==> src/rtl/ula_vtiming_prog.sv <==
// ula_vtiming_prog: runtime-programmable Spectrum raster timing generator.
// Shadow timing registers are written by the CPU port decoder and copied
// into the active set only at frame wrap, so a mode change never tears.
// Ports: clk_sys/reset (sync, active high), ce_pix pixel enable,
//   cfg_we/cfg_addr/cfg_din/cfg_dout shadow register access,
//   hc/vc counters, border, HSync/VSync/HBlank/VBlank, nINT, line_int,
//   frame_start, flash_cnt.
// Optional macro ULA_VTIMING_LINE_INT_EN adds the raster line interrupt
// (registers D/E); without it line_int is 0 and D/E read as 0.
module ula_vtiming_prog #(
    parameter int HCW  = 9,
    parameter int VCW  = 9,
    parameter int HACT = 256,
    parameter int VACT = 192,
    parameter int INTW = 7
) (
    input  logic           clk_sys,
    input  logic           reset,
    input  logic           ce_pix,
    input  logic           cfg_we,
    input  logic [3:0]     cfg_addr,
    input  logic [15:0]    cfg_din,
    output logic [15:0]    cfg_dout,
    output logic [HCW-1:0] hc,
    output logic [VCW-1:0] vc,
    output logic           border,
    output logic           HSync,
    output logic           VSync,
    output logic           HBlank,
    output logic           VBlank,
    output logic           nINT,
    output logic           line_int,
    output logic           frame_start,
    output logic [4:0]     flash_cnt
);

    typedef struct packed {
        logic [HCW-1:0]  htotal;
        logic [VCW-1:0]  vtotal;
        logic [HCW-1:0]  hbls;
        logic [HCW-1:0]  hble;
        logic [HCW-1:0]  hss;
        logic [HCW-1:0]  hse;
        logic [VCW-1:0]  vbls;
        logic [VCW-1:0]  vble;
        logic [VCW-1:0]  vss;
        logic [VCW-1:0]  vse;
        logic [VCW-1:0]  intline;
        logic [HCW-1:0]  inthpos;
        logic [INTW-1:0] intlen;
`ifdef ULA_VTIMING_LINE_INT_EN
        logic [VCW-1:0]  lintline;
        logic            lintctl;
`endif
    } regs_t;

    // ZX48 timing
    function automatic regs_t regs_rst();
        regs_t r;
        r         = '0;
        r.htotal  = HCW'(447);
        r.vtotal  = VCW'(311);
        r.hbls    = HCW'(312);
        r.hble    = HCW'(416);
        r.hss     = HCW'(336);
        r.hse     = HCW'(368);
        r.vbls    = VCW'(232);
        r.vble    = VCW'(257);
        r.vss     = VCW'(240);
        r.vse     = VCW'(244);
        r.intline = VCW'(248);
        r.inthpos = HCW'(4);
        r.intlen  = INTW'(63);
        return r;
    endfunction

    localparam regs_t          REGS_RST = regs_rst();
    localparam logic [HCW-1:0] HACT_W   = HCW'(HACT);
    localparam logic [VCW-1:0] VACT_W   = VCW'(VACT);

    // Set/clear with hold; set wins when start == end.
    function automatic logic hset(input logic cur,
                                  input logic [HCW-1:0] p,
                                  input logic [HCW-1:0] s,
                                  input logic [HCW-1:0] e);
        if (p == s) return 1'b1;
        if (p == e) return 1'b0;
        return cur;
    endfunction

    function automatic logic vset(input logic cur,
                                  input logic [VCW-1:0] p,
                                  input logic [VCW-1:0] s,
                                  input logic [VCW-1:0] e);
        if (p == s) return 1'b1;
        if (p == e) return 1'b0;
        return cur;
    endfunction

    regs_t           shadow_q, shadow_d;
    regs_t           active_q, active_d;
    regs_t           eff;
    logic [HCW-1:0]  hc_q, hc_d, hc_nx;
    logic [VCW-1:0]  vc_q, vc_d, vc_nx;
    logic            hwrap, vwrap, fwrap;
    logic [4:0]      flash_q, flash_d;
    logic            border_q, border_d;
    logic            hsync_q, hsync_d;
    logic            hblank_q, hblank_d;
    logic            vsync_q, vsync_d;
    logic            vblank_q, vblank_d;
    logic            int_q, int_d;
    logic [INTW-1:0] int_cnt_q, int_cnt_d;
    logic            fstart_q, fstart_d;
    logic            cfg_din_unused;

    assign cfg_din_unused = ^cfg_din;

    always_comb begin
        shadow_d  = shadow_q;
        active_d  = active_q;
        hc_d      = hc_q;
        vc_d      = vc_q;
        flash_d   = flash_q;
        border_d  = border_q;
        hsync_d   = hsync_q;
        hblank_d  = hblank_q;
        vsync_d   = vsync_q;
        vblank_d  = vblank_q;
        int_d     = int_q;
        int_cnt_d = int_cnt_q;
        fstart_d  = fstart_q;

        hwrap = (hc_q == active_q.htotal);
        vwrap = (vc_q == active_q.vtotal);
        fwrap = hwrap && vwrap;
        hc_nx = hwrap ? '0 : hc_q + HCW'(1);
        if (!hwrap)
            vc_nx = vc_q;
        else
            vc_nx = vwrap ? '0 : vc_q + VCW'(1);

        // Decode at the new position with the registers that will be
        // in force there, i.e. the shadow set on the wrap cycle.
        eff = fwrap ? shadow_q : active_q;

        if (ce_pix) begin
            hc_d     = hc_nx;
            vc_d     = vc_nx;
            fstart_d = fwrap;
            if (fwrap) begin
                active_d = shadow_q;
                flash_d  = flash_q + 5'd1;
            end
            border_d = (hc_nx >= HACT_W) | (vc_nx >= VACT_W);
            hblank_d = hset(hblank_q, hc_nx, eff.hbls, eff.hble);
            hsync_d  = hset(hsync_q, hc_nx, eff.hss, eff.hse);
            vblank_d = vset(vblank_q, vc_nx, eff.vbls, eff.vble);
            vsync_d  = vset(vsync_q, vc_nx, eff.vss, eff.vse);
            if (int_q) begin
                if (int_cnt_q == '0)
                    int_d = 1'b0;
                else
                    int_cnt_d = int_cnt_q - INTW'(1);
            end else if (vc_nx == eff.intline &&
                         hc_nx == eff.inthpos) begin
                int_d     = 1'b1;
                int_cnt_d = eff.intlen;
            end
        end

        if (cfg_we) begin
            case (cfg_addr)
                4'h0: shadow_d.htotal  = cfg_din[HCW-1:0];
                4'h1: shadow_d.vtotal  = cfg_din[VCW-1:0];
                4'h2: shadow_d.hbls    = cfg_din[HCW-1:0];
                4'h3: shadow_d.hble    = cfg_din[HCW-1:0];
                4'h4: shadow_d.hss     = cfg_din[HCW-1:0];
                4'h5: shadow_d.hse     = cfg_din[HCW-1:0];
                4'h6: shadow_d.vbls    = cfg_din[VCW-1:0];
                4'h7: shadow_d.vble    = cfg_din[VCW-1:0];
                4'h8: shadow_d.vss     = cfg_din[VCW-1:0];
                4'h9: shadow_d.vse     = cfg_din[VCW-1:0];
                4'hA: shadow_d.intline = cfg_din[VCW-1:0];
                4'hB: shadow_d.inthpos = cfg_din[HCW-1:0];
                4'hC: shadow_d.intlen  = cfg_din[INTW-1:0];
`ifdef ULA_VTIMING_LINE_INT_EN
                4'hD: shadow_d.lintline = cfg_din[VCW-1:0];
                4'hE: shadow_d.lintctl  = cfg_din[0];
`endif
                default: ;
            endcase
        end
    end

`ifdef ULA_VTIMING_LINE_INT_EN
    logic line_int_q, line_int_d;

    always_comb begin
        line_int_d = line_int_q;
        if (ce_pix)
            line_int_d = eff.lintctl && (vc_nx == eff.lintline) &&
                         (hc_nx == '0);
    end

    always_ff @(posedge clk_sys) begin
        if (reset)
            line_int_q <= 1'b0;
        else
            line_int_q <= line_int_d;
    end

    assign line_int = line_int_q;
`else
    assign line_int = 1'b0;
`endif

    always_ff @(posedge clk_sys) begin
        if (reset) begin
            shadow_q  <= REGS_RST;
            active_q  <= REGS_RST;
            hc_q      <= '0;
            vc_q      <= '0;
            flash_q   <= '0;
            border_q  <= 1'b0;
            hsync_q   <= 1'b0;
            hblank_q  <= 1'b0;
            vsync_q   <= 1'b0;
            vblank_q  <= 1'b0;
            int_q     <= 1'b0;
            int_cnt_q <= '0;
            fstart_q  <= 1'b0;
        end else begin
            shadow_q  <= shadow_d;
            active_q  <= active_d;
            hc_q      <= hc_d;
            vc_q      <= vc_d;
            flash_q   <= flash_d;
            border_q  <= border_d;
            hsync_q   <= hsync_d;
            hblank_q  <= hblank_d;
            vsync_q   <= vsync_d;
            vblank_q  <= vblank_d;
            int_q     <= int_d;
            int_cnt_q <= int_cnt_d;
            fstart_q  <= fstart_d;
        end
    end

    always_comb begin
        cfg_dout = '0;
        case (cfg_addr)
            4'h0: cfg_dout = 16'(shadow_q.htotal);
            4'h1: cfg_dout = 16'(shadow_q.vtotal);
            4'h2: cfg_dout = 16'(shadow_q.hbls);
            4'h3: cfg_dout = 16'(shadow_q.hble);
            4'h4: cfg_dout = 16'(shadow_q.hss);
            4'h5: cfg_dout = 16'(shadow_q.hse);
            4'h6: cfg_dout = 16'(shadow_q.vbls);
            4'h7: cfg_dout = 16'(shadow_q.vble);
            4'h8: cfg_dout = 16'(shadow_q.vss);
            4'h9: cfg_dout = 16'(shadow_q.vse);
            4'hA: cfg_dout = 16'(shadow_q.intline);
            4'hB: cfg_dout = 16'(shadow_q.inthpos);
            4'hC: cfg_dout = 16'(shadow_q.intlen);
`ifdef ULA_VTIMING_LINE_INT_EN
            4'hD: cfg_dout = 16'(shadow_q.lintline);
            4'hE: cfg_dout = 16'(shadow_q.lintctl);
`endif
            default: cfg_dout = '0;
        endcase
    end

    assign hc          = hc_q;
    assign vc          = vc_q;
    assign border      = border_q;
    assign HSync       = hsync_q;
    assign HBlank      = hblank_q;
    assign VSync       = vsync_q;
    assign VBlank      = vblank_q;
    assign nINT        = ~int_q;
    assign frame_start = fstart_q;
    assign flash_cnt   = flash_q;

endmodule

==> config.mk <==
export PLATFORM = sky130hd
export DESIGN_NAME = ula_vtiming_prog
export DESIGN_NICKNAME = d
export VERILOG_FILES = /design/src/rtl/ula_vtiming_prog.sv
export SDC_FILE = /design/constraint.sdc
export NUM_CORES = 1
export LEC_CHECK = 0
export CAP_MARGIN = 20
export CORE_MARGIN = 2
export CORE_UTILIZATION = 58
export DETAILED_ROUTE_END_ITERATION = 16
export DONT_BUFFER_PORTS = 1
export PLACE_DENSITY = 0.74
export SETUP_SLACK_MARGIN = 0.5
export SLEW_MARGIN = 20
export SYNTH_ARGS = -nofsm -noshare
export SYNTH_HDL_FRONTEND = slang
export SYNTH_SLANG_ARGS = --single-unit
==> constraint.sdc <==
create_clock -name clk_sys -period 6.48 [get_ports clk_sys]
set_input_delay 1.296 -clock clk_sys [delete_from_list [all_inputs] [get_ports clk_sys]]
set_output_delay 1.296 -clock clk_sys [all_outputs]
set_load 0.05 [all_outputs]
==> results.txt, run 1 <==
Yosys cell types = 78
layout overhead on the synthesized area = 7.33%
final setup fails = 0
leading cell type in the layout, fill and taps excluded = nand2_1
Buf/Inv on CP = 0
slew margin rel. = 24.2%
first-pass GRT wire length = 66000 µm
pin count of the biggest net entering global routing = 269
post-CTS sizing = 0
Post-CTS Setup Bufs = 0
share of post-route cells with drive strength above 1 = 6.37%
crit end category = primary output
CTS Buf Count = 29
minimum clock period = 4.64 ns
Post-Place Cell Area = 0.0136 mm²
Via density = 6.39
total number of vias = 12481
dominant cells by area after synthesis = dfxtp_1 39%, nand2_1 11%, mux2i_1 6.6%
Power Density = 249 mW/mm²
leakage power = 5.49 nW
Die Y = 157 µm
drt pass-1 iters = 7
vias in the first global route = 11431
Port Buffer Count = 0
xor/xnor share of the synthesized area = 6.20%
VDD IR max = 0.198 mV
Ports = 71
outcome = finished, final reports clean
dpl ws = 1.95 ns
initial antenna violation count = 1
multi-input logic area = 0.00772 mm²
Synth warnings = 0
post-synthesis sequential area ratio = 39.2%
Post-Synth Simple-Gate Area = 26.2%
area share of the largest cell type after synthesis = 39.2%
H-Tree Depth = 1
Row Count = 56
initial DRC count = 1482
Switching Fraction = 23.7%
Die ar. = 0.0248 mm²
power share of the combinational group = 5.1%
post-DP HPWL = 28500 µm
adder-cell share of the synthesized area = 0.459%
fill count = 2074
Critical Path RT = 5.18 ns
clock tree buffer depth = 3
CTS hold repair buffers = 0
Num Clock Sinks = 267
number of synthesized register bits = 267
post-synthesis mux area share = 7.35%
crit path DAT = 3.34 ns
complex-gate fraction of the synthesized area = 15.9%
Tcrit/Tclk final = 71.6%
CP max stage delay = 0.77 ns
gp weighted congestion = 1.00
final hold viol count = 0
max-slew violations = 0
clock skew = 0.0213 ns
final instance area = 0.0146 mm²
mean area per synthesized cell = 8.06 µm²
clock share of power = 48.1%
Initial Utilization = 58.6%
number of flops mapped to enable cells by yosys = 0
crit-path leading delay family = simple AND/OR/NAND/NOR gates
Synth Flop Type = dfxtp_1
Seq pwr share = 46.7%
Final WS setup = 1.84 ns
Core Region = 0.0233 mm²
f_max = 216 MHz
final wirelength = 42900 µm
critical path's slowest cell = nor2_1
Max Cap Viol = 0
Post-Syn Area = 0.0136 mm²
Die Wd = 157 µm
crit path kind = in -> out
CP Cell Sequence = or2_2 -> nor2_1 -> nand2_1 -> o31ai_1 -> a221oi_1 -> nand3_1
routed wire length per instance = 22.0 µm
area leader, netlist = dfxtp_1
TritonCTS clock tree = yes
GRT overflow = 0
clk_lat worst skew = 0.56 ns
P_int = 0.00278 W
worst hold path class = reg -> reg
Max FO, Critical Path = 18
Least-Margin Pin Slew = 1.14 ns
Sequential Area = 0.00535 mm²
synthesized instance count = 1693
Total GRT Usage = 34.3%
root buffer cell = clkbuf_16
Startpoint Class = primary input
RSZ-0062 raised after global routing = no
setup_tns = 0 ns
post-route ant nets = 0
sw power = 0.000863 W
Synth async-reset ratio = 0%
# nets final = 1638
most frequent cells in the layout = 395 x nand2_1, 267 x dfxtp_1, 134 x a21oi_1
largest family of logic cells by synthesized area = simple AND/OR/NAND/NOR gates
CTS clk-pin slew, worst paths = 0.06 ns
# DRC = 0
logic make-up after synthesis:
logic type	Yosys count
AND/OR/NAND/NOR	762
AO/OA/AOI/OAI	318
flip-flops	267
buffers and inverters	147
multiplexers	99
XOR/XNOR	94
adder cells (fa/ha/maj)	5
other	1
area by class of cell:
cell class                 count  share of cell area [%]
antenna                        1                  0.0171
clock buffer                  38                    5.67
clock inverter                16                    1.32
inverter                      10                   0.256
multi-input combinational   1286                    52.7
sequential                   267                    36.5
tap                          319                    2.73
timing repair buffer          15                   0.769
power groups by stage:
stage	logic [W]	registers [W]	clock network [W]
finish	0.000188	0.00170	0.00176
global route	0.000200	0.00170	0.00183
CTS	0.000184	0.00170	0.00177
detailed placement	0.000183	0.00174	0
global placement	0.000180	0.00174	0
floorplan	0.000195	0.00172	0
path summary, 6_finish.rpt:
kind                                  start                        end  slack (ns)  cells past startpoint
setup / recovery                cfg_addr[3]                cfg_dout[1]        1.84                      6
setup reg to reg         hc[0]$_SDFFE_PP0P_         HSync$_SDFFE_PP0P_        2.17                     11
hold reg to reg   active_q[68]$_SDFFE_PP0P_  active_q[68]$_SDFFE_PP0P_        0.46                      2
hold / removal    active_q[68]$_SDFFE_PP0P_  active_q[68]$_SDFFE_PP0P_        0.46                      2
synthesized netlist by cell type (all sizes together), types with 4 or more instances:
master	instances
nand2	397
dfxtp	267
a21oi	135
nor2	102
clkbuf	93
mux2i	90
nand3b	74
xnor2	59
nand3	46
buf	44
a211o	40
nor3	38
xor2	35
and3	29
nor2b	21
o21ai	21
a221oi	17
a31oi	15
nand4	13
a22oi	12
nor4	12
nand2b	10
mux2	9
a211oi	8
inv	8
o221ai	8
a22o	7
o211ai	7
a32oi	6
o22ai	6
a222oi	5
ha	5
a2111oi	4
and2	4
or2	4
flip-flops by register name, summed over array words and instances (netlist names), 5 cells and up:
register / count
hc: 9
vc: 9
flash_cnt: 5
int_cnt_q: 7
active_q: 115
shadow_q: 115
routing by layer:
metal	up-vias	routed length (µm)	track usage [%]
li1	5741	-	-
met2	620	18900	52.9
met5	-	0	0
met1	5996	18000	46.6
met4	0	1870	13.6
met3	124	4170	7.63
tightest hold or removal path: stages (launching register included):
cell and delay, ns:
dfxtp_1 0.31, nand2_1 0.05, a21oi_1 0.05
stage by stage:
stage          hold WS [ns]  total power [W]  std cells  utilization [%]
6_report              0.455          0.00365       1952             62.9
5_1_grt               0.461          0.00374       1952             62.9
4_1_cts               0.449          0.00365       1951             62.9
3_5_place_dp          0.440          0.00192       1897             58.5
3_3_place_gp          0.436          0.00192       1897             58.5
2_1_floorplan         0.435          0.00192       1700                -
Note: power is estimated with default switching activity, not from simulation.
==> inputs of run 2 (changes only) <==
--- a/config.mk
+++ b/config.mk
@@ -10,7 +10,7 @@
 export CORE_UTILIZATION = 58
 export DETAILED_ROUTE_END_ITERATION = 16
 export DONT_BUFFER_PORTS = 1
-export PLACE_DENSITY = 0.74
+export PLACE_DENSITY = 0.76
 export SETUP_SLACK_MARGIN = 0.5
 export SLEW_MARGIN = 20
 export SYNTH_ARGS = -nofsm -noshare
==> constraint.sdc (replaced) <==
create_clock -name clk_sys -period 4 [get_ports clk_sys]
set_input_delay 0.8 -clock clk_sys [delete_from_list [all_inputs] [get_ports clk_sys]]
set_output_delay 0.8 -clock clk_sys [all_outputs]
set_load 0.05 [all_outputs]
==> run 2 against run 1 <==
  * Design area up 2.0%
  * Sequential share of layout area down 0.72 points
  * Sequential cell count unchanged
  * Wire length up 2.1%
  * Largest power group unchanged
  * Worst hold slack worse by 0.13 ns
  * Global-route usage up 0.43 points
  * Setup slack worse by 1.3 ns
  * Via count up 0.46%
  * Non-clock buffer count up 41
  * Register-to-register slack worse by 1.5 ns
==> results.txt, run 2 (synthesized netlist as in run 1, its figures left out) <==
outcome = finished, final reports clean (unchanged)
final setup fails = 0 (unchanged)
max-slew violations = 0 (unchanged)
initial DRC count = 1605 (was 1482)
leading cell type in the layout, fill and taps excluded = nand2_1 (unchanged)
share of post-route cells with drive strength above 1 = 8.31% (was 6.37%)
Ports = 71 (unchanged)
Die Wd = 157 µm (unchanged)
Startpoint Class = primary input (unchanged)
r2r setup slk = 0.63 ns (was 2.17 ns)
Num Clock Sinks = 267 (unchanged)
post-layout util = 64.2% (was 62.9%)
crit path kind = in -> out (unchanged)
crit end category = primary output (unchanged)
RR Startpoint = vc[7]$_SDFFE_PP0P_ (was hc[0]$_SDFFE_PP0P_)
Max Cap Viol = 0 (unchanged)
initial antenna violation count = 0 (was 1)
WL met2 = 18900 µm (about the same)
setup_tns = 0 ns (unchanged)
slew margin rel. = 25.3% (was 24.2%)
TritonCTS clock tree = yes (unchanged)
Row Count = 56 (unchanged)
Via density = 6.29 (was 6.39)
WHS Endpoint = active_q[26]$_SDFFE_PP0P_ (was active_q[68]$_SDFFE_PP0P_)
worst hold path class = in -> reg (was reg -> reg)
critical path's slowest cell = and3_1 (was nor2_1)
H-Tree Depth = 1 (unchanged)
final wirelength = 43800 µm (was 42900 µm)
Port Buffer Count = 0 (unchanged)
Least-Margin Pin Slew = 1.11 ns (was 1.14 ns)
first-pass GRT wire length = 66300 µm (was 66000 µm)
clock skew = 0.00797 ns (was 0.0213 ns)
f_max = 292 MHz
post-route ant nets = 0 (unchanged)
RSZ-0062 raised after global routing = yes (was no)
vias in the first global route = 11271 (was 11431)
Buf/Inv on CP = 1 (was 0)
Hold Path Depth = 1 (was 2)
clk_lat worst skew = 0.56 ns (about the same)
uppermost layer routed = met4 (unchanged)
clock tree buffer depth = 3 (unchanged)
Die Y = 157 µm (unchanged)
Die ar. = 0.0248 mm² (unchanged)
r2r endpoint = int_cnt_q[4]$_SDFFE_PP0P_ (was HSync$_SDFFE_PP0P_)
# DRC = 0 (unchanged)
Worst Hold Launch = reset (was active_q[68]$_SDFFE_PP0P_)
Max FO, Critical Path = 36 (was 18)
Power Density = 390 mW/mm² (was 249 mW/mm²)
DRT met1 WL = 18200 µm (was 18000 µm)
Total GRT Usage = 34.7% (was 34.3%)
minimum clock period = 3.42 ns
CP most frequent cell = a221oi_1
ANT cells = 0 (was 1)
most frequent cells in the layout = 395 x nand2_1, 267 x dfxtp_1, 134 x a21oi_1 (unchanged)
Regs by FF count = active_q x115, shadow_q x115 (unchanged)
Core Region = 0.0233 mm² (unchanged)
GRT overflow = 0 (unchanged)
leakage power = 5.71 nW (was 5.49 nW)
layout overhead on the synthesized area = 9.47% (was 7.33%)
total number of vias = 12538 (was 12481)
VDD IR max = 0.308 mV (was 0.198 mV)
worst reg2reg path depth = 9 (was 11)
fill count = 2023 (was 2074)
post-DP HPWL = 29700 µm (was 28500 µm)
Critical Path RT = 3.20 ns (was 5.18 ns)
pin count of the biggest net entering global routing = 269 (unchanged)
CP Cell Sequence = nor2_1 -> and3_1 -> a221oi_1 -> o21ai_0 -> a221oi_1 -> o211ai_1 -> buf_4 (was or2_2 -> nor2_1 -> nand2_1 -> o31ai_1 -> a221oi_1 -> nand3_1)
Tcrit/Tclk final = 85.5%
Initial Utilization = 58.6% (unchanged)
crit-path leading delay family = compound AO/OA/AOI/OAI gates (was simple AND/OR/NAND/NOR gates)
# nets final = 1679 (was 1638)
routed wire length per instance = 22.0 µm (about the same)
CTS clk-pin slew, worst paths = 0.06 ns (about the same)
crit path DAT = 2.62 ns (was 3.34 ns)
gp weighted congestion = 0.939 (was 1.00)
root buffer cell = clkbuf_16 (unchanged)
CTS Buf Count = 29 (unchanged)
CP max stage delay = 0.41 ns (was 0.77 ns)
final hold viol count = 0 (unchanged)
drt pass-1 iters = 8 (was 7)
met3 wire length = 4560 µm (was 4170 µm)
-- run 2: per-stage QoR --
step           instance area [µm²]  power [W]  setup WS, ns  instances  hold WS (ns)
2_1_floorplan                13700    0.00310         0.635       1700         0.435
3_3_place_gp                 14000    0.00313         0.646       1938         0.436
3_5_place_dp                 14000    0.00313         0.642       1938         0.441
4_1_cts                      14900    0.00584         0.616       1992         0.302
5_1_grt                      14900    0.00597         0.494       1992         0.313
6_report                     14900    0.00583         0.581       1992         0.324
-- run 2: repair_timing --
| item | CTS | global route |
|---|---|---|
| hold buffers | 0 | 0 |
| setup endpoints to repair | 0 | 5 |
| setup buffers | 0 | 0 |
| gates resized for setup | 0 | 4 |
-- run 2: worst register-to-register path: stages, from the launching register on --
cell and delay (ns):
dfxtp_1 0.41, xnor2_2 0.13, nand3_2 0.17, or3_2 0.78, nor3_1 0.34, o22ai_1 0.18, a2111oi_4 0.56, a31oi_4 0.26
a211o_1 0.29, a31oi_1 0.17
-- run 2: power by group --
group          internal (W)  switching (W)  leakage, nW
combinational      0.000123       0.000236         3.07
sequential          0.00269      0.0000403         2.16
clock               0.00161        0.00114        0.478
-- run 2: final cells by class --
class	instances	area, µm²	share of cell area, %
Inverter	10	37.5	0.251
Multi-Input combinational cell	1286	7730	51.7
Sequential cell	267	5350	35.8
Clock inverter	14	163	1.09
Clock buffer	40	807	5.40
Tap cell	319	399	2.67
Timing Repair Buffer	56	458	3.07
-- run 2: metal layers --
layer	vias to the layer above	global-route usage (%)
met5	-	0
met3	129	6.75
met1	5915	48.7
li1	5828	-
met4	0	13.5
met2	666	52.7
-- run 2: how the worst max path moves through the flow --
stage | end | slack, ns | start | depth (start not counted)
CTS | int_cnt_q[4]$_SDFFE_PP0P_ | 0.62 | vc[8]$_SDFFE_PP0P_ | 9
floorplan | cfg_dout[6] | 0.63 | cfg_addr[0] | 5
finish | cfg_dout[0] | 0.58 | cfg_addr[0] | 7
global placement | cfg_dout[0] | 0.65 | cfg_addr[0] | 7
detailed placement | int_cnt_q[4]$_SDFFE_PP0P_ | 0.64 | vc[8]$_SDFFE_PP0P_ | 9
global route | HBlank$_SDFFE_PP0P_ | 0.49 | vc[7]$_SDFFE_PP0P_ | 9
